File: config.mk
export PLATFORM = sky130hd
export DESIGN_NAME = nand_arbiter
export DESIGN_NICKNAME = d
export VERILOG_FILES = /design/src/rtl/nand_arb_pkg.sv /design/src/rtl/rr_pick.sv /design/src/rtl/nand_arbiter.sv
export SDC_FILE = /design/constraint.sdc
export NUM_CORES = 1
export LEC_CHECK = 0
export CAP_MARGIN = 5
export CORE_AREA = 2 2 39 41
export CTS_BUF_LIST = sky130_fd_sc_hd__clkbuf_16
export DETAILED_ROUTE_END_ITERATION = 10
export DIE_AREA = 0 0 41 43
export DONT_BUFFER_PORTS = 1
export GPL_TIMING_DRIVEN = 0
export PLACE_DENSITY = 0.61
export SETUP_SLACK_MARGIN = 0.05
export SLEW_MARGIN = 20
export SYNTH_ARGS = -nofsm -noshare
export SYNTH_HDL_FRONTEND = slang
export SYNTH_HIERARCHICAL = 1
export SYNTH_SLANG_ARGS = --single-unit
File: constraint.sdc
create_clock -name clk -period 3.7 [get_ports clk]
set_input_delay 0.555 -clock clk [delete_from_list [all_inputs] [get_ports clk]]
set_output_delay 0.555 -clock clk [all_outputs]
set_load 0.03 [all_outputs]
File: src/rtl/nand_arb_pkg.sv
`default_nettype none
// ============================================================================
//  Module  : nand_arb_pkg
//  Purpose : Shared types and helpers for the NAND arbiter slice.
//            - clog2_min1 : index width that never collapses to zero bits
//            - state_t    : result-slot state (EMPTY / FULL)
//  Ports   : none (package)
//  Revision: 1.0  initial release
// ============================================================================
package nand_arb_pkg;

   // Width of an index able to address n items, at least one bit wide.
   function automatic int clog2_min1(input int n);
      return ($clog2(n) < 1) ? 1 : $clog2(n);
   endfunction

   // The slot state doubles as the z_valid flag.
   typedef enum logic [0:0] {
      ST_EMPTY = 1'b0,
      ST_FULL  = 1'b1
   } state_t;

endpackage : nand_arb_pkg
`default_nettype wire

File: src/rtl/rr_pick.sv
`default_nettype none
// ============================================================================
//  Module  : rr_pick
//  Purpose : Combinational round-robin picker. Finds the first asserted
//            request at or after ptr_i, wrapping around.
//  Ports   : req_i  [NUM_REQ]  request vector
//            ptr_i  [ID_W]     highest-priority index this cycle
//            gnt_o  [NUM_REQ]  one-hot winner (all zero when no request)
//            k_o    [ID_W]     index of the winner
//            any_o             at least one request is asserted
//  Revision: 1.0  initial release
// ============================================================================
module rr_pick
   import nand_arb_pkg::*;
#(
   parameter  int NUM_REQ = 4,
   localparam int ID_W    = clog2_min1(NUM_REQ)
) (
   input  logic [NUM_REQ-1:0] req_i,
   input  logic [ID_W-1:0]    ptr_i,
   output logic [NUM_REQ-1:0] gnt_o,
   output logic [ID_W-1:0]    k_o,
   output logic               any_o
);

   logic [NUM_REQ-1:0]   mask;
   logic [2*NUM_REQ-1:0] dbl;
   logic                 found;

   // Lower half holds only requests at or above ptr; the upper half holds
   // the full vector, so a plain LSB-first search yields the wrapped order.
   always_comb begin
      mask = '0;
      for (int i = 0; i < NUM_REQ; i++) begin
         mask[i] = (i >= int'(ptr_i));
      end
      dbl   = {req_i, req_i & mask};
      found = 1'b0;
      k_o   = '0;
      for (int j = 0; j < 2*NUM_REQ; j++) begin
         if (!found && dbl[j]) begin
            found = 1'b1;
            k_o   = (j >= NUM_REQ) ? ID_W'(j - NUM_REQ) : ID_W'(j);
         end
      end
      any_o = |req_i;
      gnt_o = '0;
      for (int i = 0; i < NUM_REQ; i++) begin
         gnt_o[i] = any_o && (k_o == ID_W'(i));
      end
   end

endmodule : rr_pick
`default_nettype wire

File: src/rtl/nand_arbiter.sv
`default_nettype none
// ============================================================================
//  Module  : nand_arbiter
//  Purpose : Time-shares one WIDTH-bit NAND unit between NUM_REQ requesters
//            with round-robin arbitration; the registered result is tagged
//            with the requester index and offered on a valid/ready handshake.
//  Ports   : clk, rst               clock, synchronous active-high reset
//            req     [NUM_REQ]      pending requests
//            x_in,y_in [NUM_REQ*W]  operands, requester i at [i*WIDTH +: WIDTH]
//            gnt     [NUM_REQ]      one-hot, operands captured this cycle
//            z       [WIDTH]        ~(x & y) of the granted requester
//            z_id    [ID_W]         index that produced z
//            z_valid                result slot full
//            z_ready                consumer takes z this cycle
//  Revision: 1.0  initial release
// ============================================================================
module nand_arbiter
   import nand_arb_pkg::*;
#(
   parameter  int NUM_REQ = 4,
   parameter  int WIDTH   = 1,
   localparam int ID_W    = clog2_min1(NUM_REQ)
) (
   input  logic                       clk,
   input  logic                       rst,
   input  logic [NUM_REQ-1:0]         req,
   input  logic [NUM_REQ*WIDTH-1:0]   x_in,
   input  logic [NUM_REQ*WIDTH-1:0]   y_in,
   output logic [NUM_REQ-1:0]         gnt,
   output logic [WIDTH-1:0]           z,
   output logic [ID_W-1:0]            z_id,
   output logic                       z_valid,
   input  logic                       z_ready
);

   state_t            state_q, state_d;
   logic [WIDTH-1:0]  z_q, z_d;
   logic [ID_W-1:0]   z_id_q, z_id_d;
   logic [ID_W-1:0]   ptr_q, ptr_d;

   logic [NUM_REQ-1:0] pick_gnt;
   logic [ID_W-1:0]    pick_k;
   logic               pick_any;
   logic               free;
   logic               grant_en;
   logic [WIDTH-1:0]   x_sel, y_sel;

   rr_pick #(
      .NUM_REQ (NUM_REQ)
   ) u_pick (
      .req_i (req),
      .ptr_i (ptr_q),
      .gnt_o (pick_gnt),
      .k_o   (pick_k),
      .any_o (pick_any)
   );

   // The slot can take a new result if empty or if it drains this cycle.
   assign free     = (state_q == ST_EMPTY) | z_ready;
   assign grant_en = free & pick_any & ~rst;
   assign gnt      = grant_en ? pick_gnt : '0;

   assign x_sel = x_in[int'(pick_k)*WIDTH +: WIDTH];
   assign y_sel = y_in[int'(pick_k)*WIDTH +: WIDTH];

   always_comb begin
      state_d = state_q;
      z_d     = z_q;
      z_id_d  = z_id_q;
      ptr_d   = ptr_q;
      case (state_q)
         ST_EMPTY: if (grant_en) state_d = ST_FULL;
         ST_FULL: begin
            if (grant_en)     state_d = ST_FULL;
            else if (z_ready) state_d = ST_EMPTY;
         end
         default:             state_d = ST_EMPTY;
      endcase
      if (grant_en) begin
         z_d    = ~(x_sel & y_sel);
         z_id_d = pick_k;
         ptr_d  = (pick_k == ID_W'(NUM_REQ-1)) ? '0 : pick_k + 1'b1;
      end
   end

   always_ff @(posedge clk) begin
      if (rst) begin
         state_q <= ST_EMPTY;
         z_q     <= '0;
         z_id_q  <= '0;
         ptr_q   <= '0;
      end else begin
         state_q <= state_d;
         z_q     <= z_d;
         z_id_q  <= z_id_d;
         ptr_q   <= ptr_d;
      end
   end

   assign z       = z_q;
   assign z_id    = z_id_q;
   assign z_valid = (state_q == ST_FULL);

endmodule : nand_arbiter
`default_nettype wire
==> summary.md <==
| Metric | Value |
|---|---|
| Status | `finished clean` |
| Setup bufs post-CTS | `0` |
| Seq/Total Area, Yosys | `24.1%` |
| Drt total wl | `1200 um` |
| Num Clock Sinks | `6` |
| Async set or reset register ratio after synthesis | `0%` |
| Via density | `6.10` |
| Worst VDD drop | `0.000299 V` |
| Min cycle time layout | `2.52 ns` |
| TNS Setup | `0 ns` |
| Cells after Synth | `69` |
| CP max stage cell | `nor3b_1` |
| Antenna Diode Count | `0` |
| CTS H-tree depth | `1` |
| Slew Viols, Final | `0` |
| Number of core rows | `14` |
| Reg clk slew, reported paths | `0.03 ns` |
| Crit-path max cell delay | `0.77 ns` |
| Most common cell after layout, fill and taps aside | `a21oi_1` |
| Dominant synthesized flop cell | `dfxtp_1` |
| Vias | `537` |
| Synth Net Count | `85` |
| DR WL/cell | `13.6 um` |
| Top delay family on crit path | `simple AND/OR/NAND/NOR gates` |
| Min setup slack post-route | `1.18 ns` |
| Kind of critical path | `flop to output pin` |
| CTS resizes | `0` |
| Hold path start | `ptr_q[1]` |
| Avg Cell Area, Syn | `7.24 um^2` |
| EDFF count, synth | `0` |
| Pin count of the biggest net entering global routing | `11` |
| Global-route wire length before repair | `1900 um` |
| Synthesized area | `499 um^2` |
| Startpoint types | `flop` |
| Pleak | `0.230 nW` |
| Number of fill cells in the layout | `145` |
| Pre-antenna DRT Iters | `4` |
| Ratio of cells with drive above 1 in the final layout | `13.9%` |
| Worst Setup End Kind | `output pin` |
| Drc violations | `0` |
| Flops & latches, synth | `6` |
| Final hold viol count | `0` |
| Worst-skew pair later-pin latency | `0.23 ns` |
| Max_cap viols | `0` |
| Critical path buffers and inverters | `2` |
| CP Launch Point | `ptr_q[1]` |
| Most frequent cells in the layout | `a21oi_1 (10), o21ai_0 (7), dfxtp_1 (6)` |
| Gr ovfl total | `0` |
| CTS tree | `yes` |
| Total track usage | `16.7%` |
| Final ANT Viol Nets | `0` |
| Die ar. | `1760 um^2` |
| Final HPWL DP | `867 um` |
| PortBufs | `0` |
| Least-Margin Pin Slew | `0.972 ns` |
| Part of the cycle the worst path needs | `68.0%` |
| RSZ-0062 raised after global routing | `no` |
| Synth cell types | `28` |
| Synth top area share | `24.1%` |
| Power density cells | `574 nW/um^2` |
| Dpl ws | `1.22 ns` |
| Largest cells by area after synthesis | `dfxtp_1 (24%), a21oi_1 (10%), nor3b_1 (7.5%)` |
| Arrival @ worst endpoint | `1.96 ns` |
| Fin nets | `90` |
| Initial core utilization | `36.1%` |
| Slew HR | `35.0%` |
| Initial antenna violation count | `0` |
| Yosys warning total | `6` |
| # hold bufs at CTS | `0` |
| Setup violators final | `0` |
| Largest area contributor in the netlist | `dfxtp_1` |
| First DRT Iteration DRCs | `12` |
| Vias in the first global route | `455` |
| Hold Crit Class | `flop to flop` |
| CP Max Fanout | `8` |
| Worst clock skew | `0.00358 ns` |
| RD Place Congestion | `0.693` |
| Crit Reg-Reg Startpoint | `ptr_q[0]` |
| WP data required | `3.14 ns` |
| Fmax | `397 MHz` |
| Clock Tree Root | `clkbuf_16` |
| CORE AREA | `1380 um^2` |
| Die W | `41 um` |
| Synth-to-Final Area Change | `19.0%` |
| CTS buffer count | `3` |
| # IOs | `23` |
| Critical path, cell by cell | `clkbuf_2 -> inv_1 -> a21oi_1 -> o221a_2 -> nor3b_1` |
| Maximum clock path buffer count | `2` |
| Die H | `43 um` |
## final timing paths
check        endpoint  slack (ns)  depth (start not counted)
min reg2reg  ptr_q[1]        0.47                          2
min          ptr_q[1]        0.47                          2
max reg2reg         z        1.81                          6
max            gnt[3]        1.18                          5
## through the flow
step / util (%) / hold slack [ns] / instance area, um^2 / power (mW) / std cells
finish: 42.9 / 0.473 / 594 / 0.341 / 88
global route: 42.9 / 0.494 / 594 / 0.357 / 88
CTS: 42.9 / 0.476 / 594 / 0.344 / 88
detailed placement: 37.5 / 0.472 / 519 / 0.168 / 85
global placement: 37.5 / 0.467 / 519 / 0.167 / 85
floorplan: - / 0.453 / 499 / 0.154 / 69
## logic make-up (layout without fill, tap and decap cells)
| kind of cell | after synthesis | after routing | synth area share [%] |
|---|---|---|---|
| simple gates | 30 | 30 | 35.6 |
| compound gates | 26 | 26 | 32.8 |
| flops | 6 | 6 | 24.1 |
| buf+inv | 6 | 9 | 5.01 |
| fa+ha+maj | 1 | 1 | 2.51 |
## worst min-delay path, delay by kind of cell (launching register included)
kind | cells | cell delay, ns
AOI/OAI and AO/OA | 2 | 0.12
DFF | 1 | 0.29
## cell type report
| class | instances | area (um^2) | share of cell area (%) |
|---|---|---|---|
| Tap cell | 16 | 20.0 | 3.37 |
| Multi-Input combinational cell | 57 | 354 | 59.6 |
| Sequential cell | 6 | 120 | 20.2 |
| Inverter | 3 | 11.3 | 1.89 |
| Clock buffer | 3 | 75.1 | 12.6 |
| Buffer | 3 | 13.8 | 2.32 |
## where the power goes
| group | switching [mW] | total [mW] | internal [mW] |
|---|---|---|---|
| logic | 0.0438 | 0.0763 | 0.0326 |
| clock network | 0.0353 | 0.174 | 0.139 |
| registers | 0.0170 | 0.0907 | 0.0737 |
## state kept, by name, summed over array words and instances (netlist names)
name	cells
z	1
ptr_q	2
z_valid	1
z_id	2
## metal layers
layer / wire [um] / GRT usage (%)
met5: 0 / 0
met4: 48 / 16.0
met3: 112 / 4.19
met2: 549 / 23.8
met1: 490 / 18.8
## synth_stat cells (all sizes together) (2+ instances only)
| master | n |
|---|---|
| nor2b | 3 |
| nor3 | 2 |
| o21ai | 7 |
| nand2b | 2 |
| dfxtp | 6 |
| nor2 | 5 |
| o221a | 2 |
| nor3b | 5 |
| nand2 | 3 |
| a21oi | 10 |
| inv | 3 |
| nand3 | 5 |
| a2111oi | 2 |
| clkbuf | 2 |
| nand3b | 2 |
Power figures use the tool's default switching activity.
